File: config.mk
export PLATFORM = sky130hd
export DESIGN_NAME = wb_commit_flat
export DESIGN_NICKNAME = d
export VERILOG_FILES = /design/src/rtl/wb_pkg.sv /design/src/rtl/wb_commit_if.sv /design/src/rtl/wb_fifo.sv /design/src/rtl/wb_commit.sv /design/src/flat_wrapper.sv
export SDC_FILE = /design/constraint.sdc
export NUM_CORES = 2
export LEC_CHECK = 0
export ABC_AREA = 1
export BUFFER_PORTS_ARGS = -buffer_cell sky130_fd_sc_hd__buf_2
export CAP_MARGIN = 20
export CORE_AREA = 2 2 458 460
export CTS_CLUSTER_SIZE = 14
export DETAILED_ROUTE_END_ITERATION = 16
export DIE_AREA = 0 0 460 462
export SETUP_SLACK_MARGIN = 0.3
export SLEW_MARGIN = 10
export SYNTH_ARGS = -nofsm -noshare
export SYNTH_HDL_FRONTEND = slang
export SYNTH_HIERARCHICAL = 1
export SYNTH_SLANG_ARGS = --single-unit
export TNS_END_PERCENT = 1
File: constraint.sdc
create_clock -name clk -period 6.04 [get_ports clk]
set_clock_uncertainty 0.15 [all_clocks]
set_input_delay 0 -clock clk [delete_from_list [all_inputs] [get_ports clk]]
set_output_delay 0 -clock clk [all_outputs]
set_load 0.02 [all_outputs]
File: src/rtl/wb_pkg.sv
// Shared types for the writeback/commit slice: register names, operand
// sizes, the buffered result record and the x86-64 partial-write merge.
package wb_pkg;

   typedef enum logic [3:0] {
      RAX, RCX, RDX, RBX, RSP, RBP, RSI, RDI,
      R8,  R9,  R10, R11, R12, R13, R14, R15
   } regname_t;

   typedef enum logic [1:0] {SZ8, SZ16, SZ32, SZ64} opsize_t;

   typedef struct packed {
      logic        nop;
      logic [3:0]  dstreg;
      logic [63:0] result;
      opsize_t     size;
   } wb_entry_t;

   // 8/16-bit writes keep the upper bits; a 32-bit write zero-extends.
   function automatic logic [63:0] merge_by_size(input logic [63:0] old_val,
                                                 input logic [63:0] new_val,
                                                 input opsize_t     size);
      logic [63:0] merged;
      case (size)
         SZ8:     merged = {old_val[63:8],  new_val[7:0]};
         SZ16:    merged = {old_val[63:16], new_val[15:0]};
         SZ32:    merged = {32'h0,          new_val[31:0]};
         default: merged = new_val;
      endcase
      return merged;
   endfunction

endpackage

File: src/rtl/wb_commit_if.sv
// Execute -> writeback result handshake.
interface wb_commit_if;
   logic        wb_valid;
   logic        wb_ready;
   logic        wb_nop;
   logic [3:0]  wb_dstreg;
   logic [63:0] wb_result;
   logic [1:0]  wb_size;

   modport master (output wb_valid, wb_nop, wb_dstreg, wb_result, wb_size,
                   input  wb_ready);
   modport slave  (input  wb_valid, wb_nop, wb_dstreg, wb_result, wb_size,
                   output wb_ready);
endinterface

File: src/rtl/wb_fifo.sv
// Small result FIFO between execute and commit. DEPTH must be a power of 2
// so the pointers wrap naturally.
module wb_fifo
   import wb_pkg::*;
#(
   parameter int DEPTH = 2
) (
   input  logic      clk,
   input  logic      reset_n,
   input  logic      push,
   input  wb_entry_t din,
   input  logic      pop,
   output wb_entry_t dout,
   output logic      full,
   output logic      empty
);
   localparam int AW = (DEPTH > 1) ? $clog2(DEPTH) : 1;
   localparam int CW = $clog2(DEPTH + 1);

   wb_entry_t      mem [DEPTH];
   logic [AW-1:0]  wptr;
   logic [AW-1:0]  rptr;
   logic [CW-1:0]  cnt;
   logic           do_push;
   logic           do_pop;

   assign full    = (cnt == CW'(DEPTH));
   assign empty   = (cnt == '0);
   assign do_push = push && !full;
   assign do_pop  = pop && !empty;
   assign dout    = mem[rptr];

   // Pointer and occupancy bookkeeping; a simultaneous push/pop keeps the count.
   always_ff @(posedge clk or negedge reset_n) begin
      if (!reset_n) begin
         wptr <= '0;
         rptr <= '0;
         cnt  <= '0;
      end else begin
         if (do_push) wptr <= wptr + AW'(1);
         if (do_pop)  rptr <= rptr + AW'(1);
         case ({do_push, do_pop})
            2'b10:   cnt <= cnt + CW'(1);
            2'b01:   cnt <= cnt - CW'(1);
            default: cnt <= cnt;
         endcase
      end
   end

   // Entry storage needs no reset: occupancy alone says what is valid.
   always_ff @(posedge clk) begin
      if (do_push) mem[wptr] <= din;
   end

endmodule

File: src/rtl/wb_commit.sv
// Writeback/commit stage: buffers execute results, commits one per cycle into
// the 16 x 64 architectural register file with x86-64 partial-write rules,
// and tracks per-register pending writes for RAW stalls in operand fetch.
// Optional macro WB_BYPASS_EN adds regx_fwd (committing entry merged in) and
// makes busy reflect the same-cycle decrement.
module wb_commit
   import wb_pkg::*;
#(
   parameter int NREGS = 16,
   parameter int DEPTH = 2,
   parameter int CNTW  = 2
) (
   input  logic         clk,
   input  logic         reset_n,
   wb_commit_if.slave   wb,
   input  logic         wb_hold,
   input  logic         rsv_valid,
   input  logic [3:0]   rsv_reg,
   output logic         rsv_ready,
   output logic [63:0]  regx [NREGS],
   output logic [15:0]  busy,
   output logic [63:0]  retired
`ifdef WB_BYPASS_EN
   ,output logic [63:0] regx_fwd [NREGS]
`endif
);

   wb_entry_t        in_ent;
   wb_entry_t        head;
   logic             full;
   logic             empty;
   logic             push;
   logic             pop;
   logic             commit;
   logic             rsv_take;
   logic [CNTW-1:0]  cnt [NREGS];
   logic [NREGS-1:0] inc_vec;
   logic [NREGS-1:0] dec_vec;

   assign in_ent    = '{nop:    wb.wb_nop,
                        dstreg: wb.wb_dstreg,
                        result: wb.wb_result,
                        size:   opsize_t'(wb.wb_size)};
   assign wb.wb_ready = !full;
   assign push      = wb.wb_valid && !full;
   assign pop       = !empty && !wb_hold;
   assign commit    = pop && !head.nop;
   assign rsv_ready = (cnt[rsv_reg] != '1);
   assign rsv_take  = rsv_valid && rsv_ready;

   wb_fifo #(.DEPTH(DEPTH)) u_fifo (
      .clk     (clk),
      .reset_n (reset_n),
      .push    (push),
      .din     (in_ent),
      .pop     (pop),
      .dout    (head),
      .full    (full),
      .empty   (empty)
   );

   // Architectural register write and retire count.
   always_ff @(posedge clk or negedge reset_n) begin
      if (!reset_n) begin
         for (int i = 0; i < NREGS; i++) regx[i] <= '0;
         retired <= '0;
      end else if (commit) begin
         regx[head.dstreg] <= merge_by_size(regx[head.dstreg], head.result, head.size);
         retired           <= retired + 64'd1;
      end
   end

   // Per-register increment/decrement requests; a decrement at zero is dropped.
   always_comb begin
      inc_vec = '0;
      dec_vec = '0;
      for (int i = 0; i < NREGS; i++) begin
         inc_vec[i] = rsv_take && (rsv_reg == 4'(i));
         dec_vec[i] = commit && (head.dstreg == 4'(i)) && (cnt[i] != '0);
      end
   end

   // Pending-write counters; increment and decrement together cancel.
   always_ff @(posedge clk or negedge reset_n) begin
      if (!reset_n) begin
         for (int i = 0; i < NREGS; i++) cnt[i] <= '0;
      end else begin
         for (int i = 0; i < NREGS; i++) begin
            if (inc_vec[i] && !dec_vec[i])      cnt[i] <= cnt[i] + CNTW'(1);
            else if (dec_vec[i] && !inc_vec[i]) cnt[i] <= cnt[i] - CNTW'(1);
         end
      end
   end

   // Committing to a register nobody reserved means the issue side lost track.
   always @(posedge clk) begin
      if (reset_n && commit) assert (cnt[head.dstreg] != '0);
   end

`ifdef WB_BYPASS_EN
   // Busy drops in the commit cycle of the last pending write.
   always_comb begin
      busy = '0;
      for (int i = 0; i < NREGS; i++)
         busy[i] = (cnt[i] != '0) && !(dec_vec[i] && !inc_vec[i] && (cnt[i] == CNTW'(1)));
   end

   // Register view with this cycle's committing result already merged.
   always_comb begin
      regx_fwd = regx;
      if (commit)
         regx_fwd[head.dstreg] = merge_by_size(regx[head.dstreg], head.result, head.size);
   end
`else
   // Busy from the registered counters only.
   always_comb begin
      busy = '0;
      for (int i = 0; i < NREGS; i++) busy[i] = (cnt[i] != '0);
   end
`endif

endmodule

File: src/flat_wrapper.sv
// flat-port wrapper written by rule: the top's interface ports become plain ports
module wb_commit_flat import wb_pkg::*;
#(
   parameter int NREGS = 16,
   parameter int DEPTH = 2,
   parameter int CNTW  = 2
)
  (clk, reset_n, wb_hold, rsv_valid, rsv_reg, rsv_ready, regx, busy, retired, wb_wb_valid, wb_wb_nop, wb_wb_dstreg, wb_wb_result, wb_wb_size, wb_wb_ready);
  wb_commit_if wb_i ();
  input  logic clk;
  input  logic reset_n;
  input  logic wb_hold;
  input  logic rsv_valid;
  input  logic [3:0] rsv_reg;
  output logic rsv_ready;
  output logic [63:0] regx[NREGS];
  output logic [15:0] busy;
  output logic [63:0] retired;
  input wire logic [$bits(wb_i.wb_valid)-1:0] wb_wb_valid;
  input wire logic [$bits(wb_i.wb_nop)-1:0] wb_wb_nop;
  input wire logic [$bits(wb_i.wb_dstreg)-1:0] wb_wb_dstreg;
  input wire logic [$bits(wb_i.wb_result)-1:0] wb_wb_result;
  input wire logic [$bits(wb_i.wb_size)-1:0] wb_wb_size;
  output wire logic [$bits(wb_i.wb_ready)-1:0] wb_wb_ready;
  assign wb_i.wb_valid = wb_wb_valid;
  assign wb_i.wb_nop = wb_wb_nop;
  assign wb_i.wb_dstreg = wb_wb_dstreg;
  assign wb_i.wb_result = wb_wb_result;
  assign wb_i.wb_size = wb_wb_size;
  assign wb_wb_ready = wb_i.wb_ready;
  wb_commit #(.NREGS(NREGS), .DEPTH(DEPTH), .CNTW(CNTW)) u_core (.clk(clk), .reset_n(reset_n), .wb(wb_i), .wb_hold(wb_hold), .rsv_valid(rsv_valid), .rsv_reg(rsv_reg), .rsv_ready(rsv_ready), .regx(regx), .busy(busy), .retired(retired));
endmodule
==> results.env <==
NNETSFINAL=9158
COREAREA_MM2=0.208
TOTAL_VIA_COUNT_AFTER_DETAILED_ROUTING=61400
MAXIMUM_NUMBER_OF_PINS_ON_ONE_NET_BEFORE_GLOBAL_ROUTE_REPAIR=147
ASYNC_RESET_FF_SHARE_PCT=88.8
DR.FIRST_ITER.DRC_COUNT=7346
FINAL-MAX-SLEW-VIOLATION-COUNT=0
CP_MAX_FO=56
YOSYS.CELL_TYPES.COUNT=31
GLOBAL_ROUTE.OVERFLOW_TOTAL=0
WORST_HOLD_STARTPOINT='wb_wb_valid'
CTS_BUFFERS=150
POST_CTS.REPAIR.SETUP_BUFFERS=0
MAX_CAP_VIOL_COUNT=0
GRT_USAGE_PCT=30.1
CLOCK_TREE_FROM_TRITONCTS='built'
POWER.IR.VDD_WORST_mV=0.315
LEAKAGE_nW=42.8
CP_DATA_REQUIRED_TIME_NS=6.66
ROUTE.DETAILED.WL_PER_INST_UM=27.7
WORST-SETUP-PATH-TYPE='register to register'
FMAX_MHz=198
PLACE.PORT_BUFFERS=1185
FLOORPLAN.DIE.WIDTH_UM=460
RRSETUPSLACK_NS=0.99
TIMING.CRITICAL_PATH.FROM='u_core/u_fifo/rptr'
CLOCK-SINKS=1266
FINAL_HOLD_VIOLATIONS=0
DRTPASS1ITERATIONS=6
CP-ENDPOINT='u_core/regx[30]'
WHS_NS=0.179
POSTROUTEANTENNANETS=0
GRT_FIRST_PASS_WIRELENGTH_MM=455
PERIOD_NEEDED_NS=5.05
NUMBER_OF_GLOBAL_ROUTE_VIAS_BEFORE_REPAIR=58200
NETLIST_INSTANCES=7965
YS_SEQ_AREA_SHARE_PCT=53.6
DRT_DRC_VIOLATIONS_LEFT=0
FINAL_LAYOUT_SIZE_SUFFIX_GT1_SHARE_PCT=18.9
POWER_PER_CELL_AREA_mW_PER_MM2=595
REGTOREGENDPOINT='u_core/regx[30]'
CTSHTREEMAXLEVEL=4
FP.DIEH_UM=462
SYNTH_AREA_MM2=0.0605
YOSYS_WARNINGS=6
SYNTH_ENABLE_FLOP_CELLS=142
POST-DP-HPWL_MM=228
AREA_DELTA_SYNTH_FINAL_PCT=24.7
CLK_LATENCY_NS=0.85
SYNTH_LARGEST_TYPE_AREA_FRACTION_PCT=46.5
TIMING_WORST_SLEW_PIN_VALUE_NS=1.32
CRITICAL_PATH.REG2REG.STARTPOINT='u_core/u_fifo/rptr'
TIMING.SLEW.HEADROOM_PCT=12.1
GRT_SETUP_UNREPAIRED='false'
START_KIND='register'
POSTSYNTHNETCOUNT=8063
SYNTH_LARGEST_AREA_CELL='sky130_fd_sc_hd__dfrtp_1'
STATUS='finished clean'
IOS=1186
POST_SYNTH_MAIN_AREA_CONTRIBUTORS='sky130_fd_sc_hd__dfrtp_1 47%, sky130_fd_sc_hd__nand2_1 30%, sky130_fd_sc_hd__edfxtp_1 7.1%'
SYNTH.FF_LATCH_COUNT=1266
SYNTH_FLOP_CELL='sky130_fd_sc_hd__dfrtp_1'
END_KIND='register'
FILLCELLCOUNT=21800
WORSTREGTOREGCELLS=14
ANTENNA_FOUND_INITIAL=48
AVGVIACOUNTPERCELL=5.15
SYNTH.AVG_CELL_AREA_UM2=7.59
STD_CELL_ROWS=168
MIN_PERIOD_OVER_PERIOD_PCT=83.7
CTS_ROOT_BUFFER='sky130_fd_sc_hd__clkbuf_16'
CP.ARRIVAL_NS=5.68
WL_MM=331
DIE_AREA_MM2=0.213
MOST_COMMON_LIBRARY_CELL_IN_THE_LAYOUT_IGNORING_FILL_AND_TAPS='sky130_fd_sc_hd__nand2_1'
MOSTFREQUENTLAYOUTCELLS='4785 x sky130_fd_sc_hd__nand2_1, 1184 x sky130_fd_sc_hd__buf_2, 1123 x sky130_fd_sc_hd__dfrtp_1'
INITIAL_CORE_UTIL_PCT=29.1
FINALSETUPTNS_NS=0
MIN_PATH_TYPE='input port to register'
CTS_MAX_PATH_BUFFERS=3
SETUP-VIOLATIONS-FINAL=0
CLK_TRANSITION_REPORTED_PATHS_NS=0.06
GLOBALPLACE.CONGESTION=0.939
## per-stage QoR
step	area (µm²)	setup WS, ns	instances	util, %	power, mW
5_1_grt	75400	0.732	11900	36.2	46.9
4_1_cts	75300	1.00	11900	36.2	44.8
3_3_place_gp	68500	1.01	11500	32.9	34.8
3_5_place_dp	68600	1.01	11500	33.0	35.1
6_report	75400	0.987	11900	36.2	44.9
2_1_floorplan	60500	1.68	7965	-	25.3
## routing by layer
metal  global-route usage, %  vias to the layer above  share of wire, %
li1                        -                    26900                 -
met1                    38.4                    29900                39
met2                    45.0                     3807                43
met3                    8.88                      834                11
met4                    18.2                       22               6.8
met5                       0                        -             0.046
## cell type report
cell class	instances	area, µm²	area share [%]
flip-flops and latches	1266	32400	43.0
well taps	2720	3400	4.51
clock buffers	227	4480	5.94
inverters	170	722	0.957
repair buffers	1440	8500	11.3
multi-input cells	6032	25200	33.5
clock inverters	52	631	0.836
diodes	22	55.1	0.0730
## where the power goes
| group | internal [mW] | leakage, nW | total, mW | switching, mW |
|---|---|---|---|---|
| clock | 5.44 | 2.52 | 9.50 | 4.06 |
| combinational | 4.79 | 23.8 | 20.8 | 16.0 |
| sequential | 11.6 | 16.5 | 14.6 | 2.95 |
| total | 21.9 | 42.8 | 44.9 | 23.0 |
## worst min-delay path by stage
stage                                     to  depth (start not counted)
after floorplan                u_core/cnt[0]                          0
after global placement      u_core/regx[518]                          1
after detailed placement    u_core/regx[518]                          1
after CTS                 u_core/u_fifo/wptr                          6
after global routing      u_core/u_fifo/wptr                          6
final                     u_core/u_fifo/wptr                          6
## cell families (layout without fill, tap and decap cells)
family                   Yosys count  count (layout)  synth area share, %
AO/OA/AOI/OAI                    233             233                 1.93
XOR/XNOR                          84              84                 1.22
adder cells (fa/ha/maj)           18              18                0.372
buffers and inverters            667            1889                 5.04
flip-flops                      1266            1266                 53.6
other                              0              22                    0
AND/OR/NAND/NOR                 5697            5697                 37.9
## synthesized netlist by cell type (47+ instances only)
library cell,count
sky130_fd_sc_hd__buf_2,171
sky130_fd_sc_hd__dfrtp_1,1124
sky130_fd_sc_hd__nor2_1,188
sky130_fd_sc_hd__nand2_4,70
sky130_fd_sc_hd__nand2_1,4785
sky130_fd_sc_hd__inv_1,146
sky130_fd_sc_hd__nand3_1,485
sky130_fd_sc_hd__o21ai_0,151
sky130_fd_sc_hd__edfxtp_1,142
sky130_fd_sc_hd__nand2_2,72
sky130_fd_sc_hd__nand4_1,47
sky130_fd_sc_hd__clkbuf_1,226
## flip-flops by register name, indices dropped and copies added (netlist names)
signal	count
u_core/cnt	32
u_core/regx	1024
u_core/retired	64
u_core/u_fifo/cnt	2
u_core/u_fifo/mem	142
u_core/u_fifo/rptr	1
u_core/u_fifo/wptr	1
## what timing repair did
item / in CTS / in global routing
hold endpoints to repair: 1243 / 0
resized for setup: 0 / 0
setup endpoints to repair: 0 / 0
hold buffers: 158 / 0
## critical path, cell delays in order (launching register included)
cell and delay [ns]:
sky130_fd_sc_hd__dfrtp_4 0.72, sky130_fd_sc_hd__inv_12 0.51, sky130_fd_sc_hd__nand2_4 0.12, sky130_fd_sc_hd__nand2_8 0.35, sky130_fd_sc_hd__nand2_1 0.48, sky130_fd_sc_hd__inv_4 0.75
sky130_fd_sc_hd__buf_4 0.51, sky130_fd_sc_hd__nand2_1 0.09, sky130_fd_sc_hd__nand2_1 0.10, sky130_fd_sc_hd__nor2_1 0.05, sky130_fd_sc_hd__nor2_1 0.13, sky130_fd_sc_hd__nor2_1 0.07
sky130_fd_sc_hd__nand2_1 0.47, sky130_fd_sc_hd__nand3_1 0.16, sky130_fd_sc_hd__nand2_1 0.11
Power figures use the tool's default switching activity.
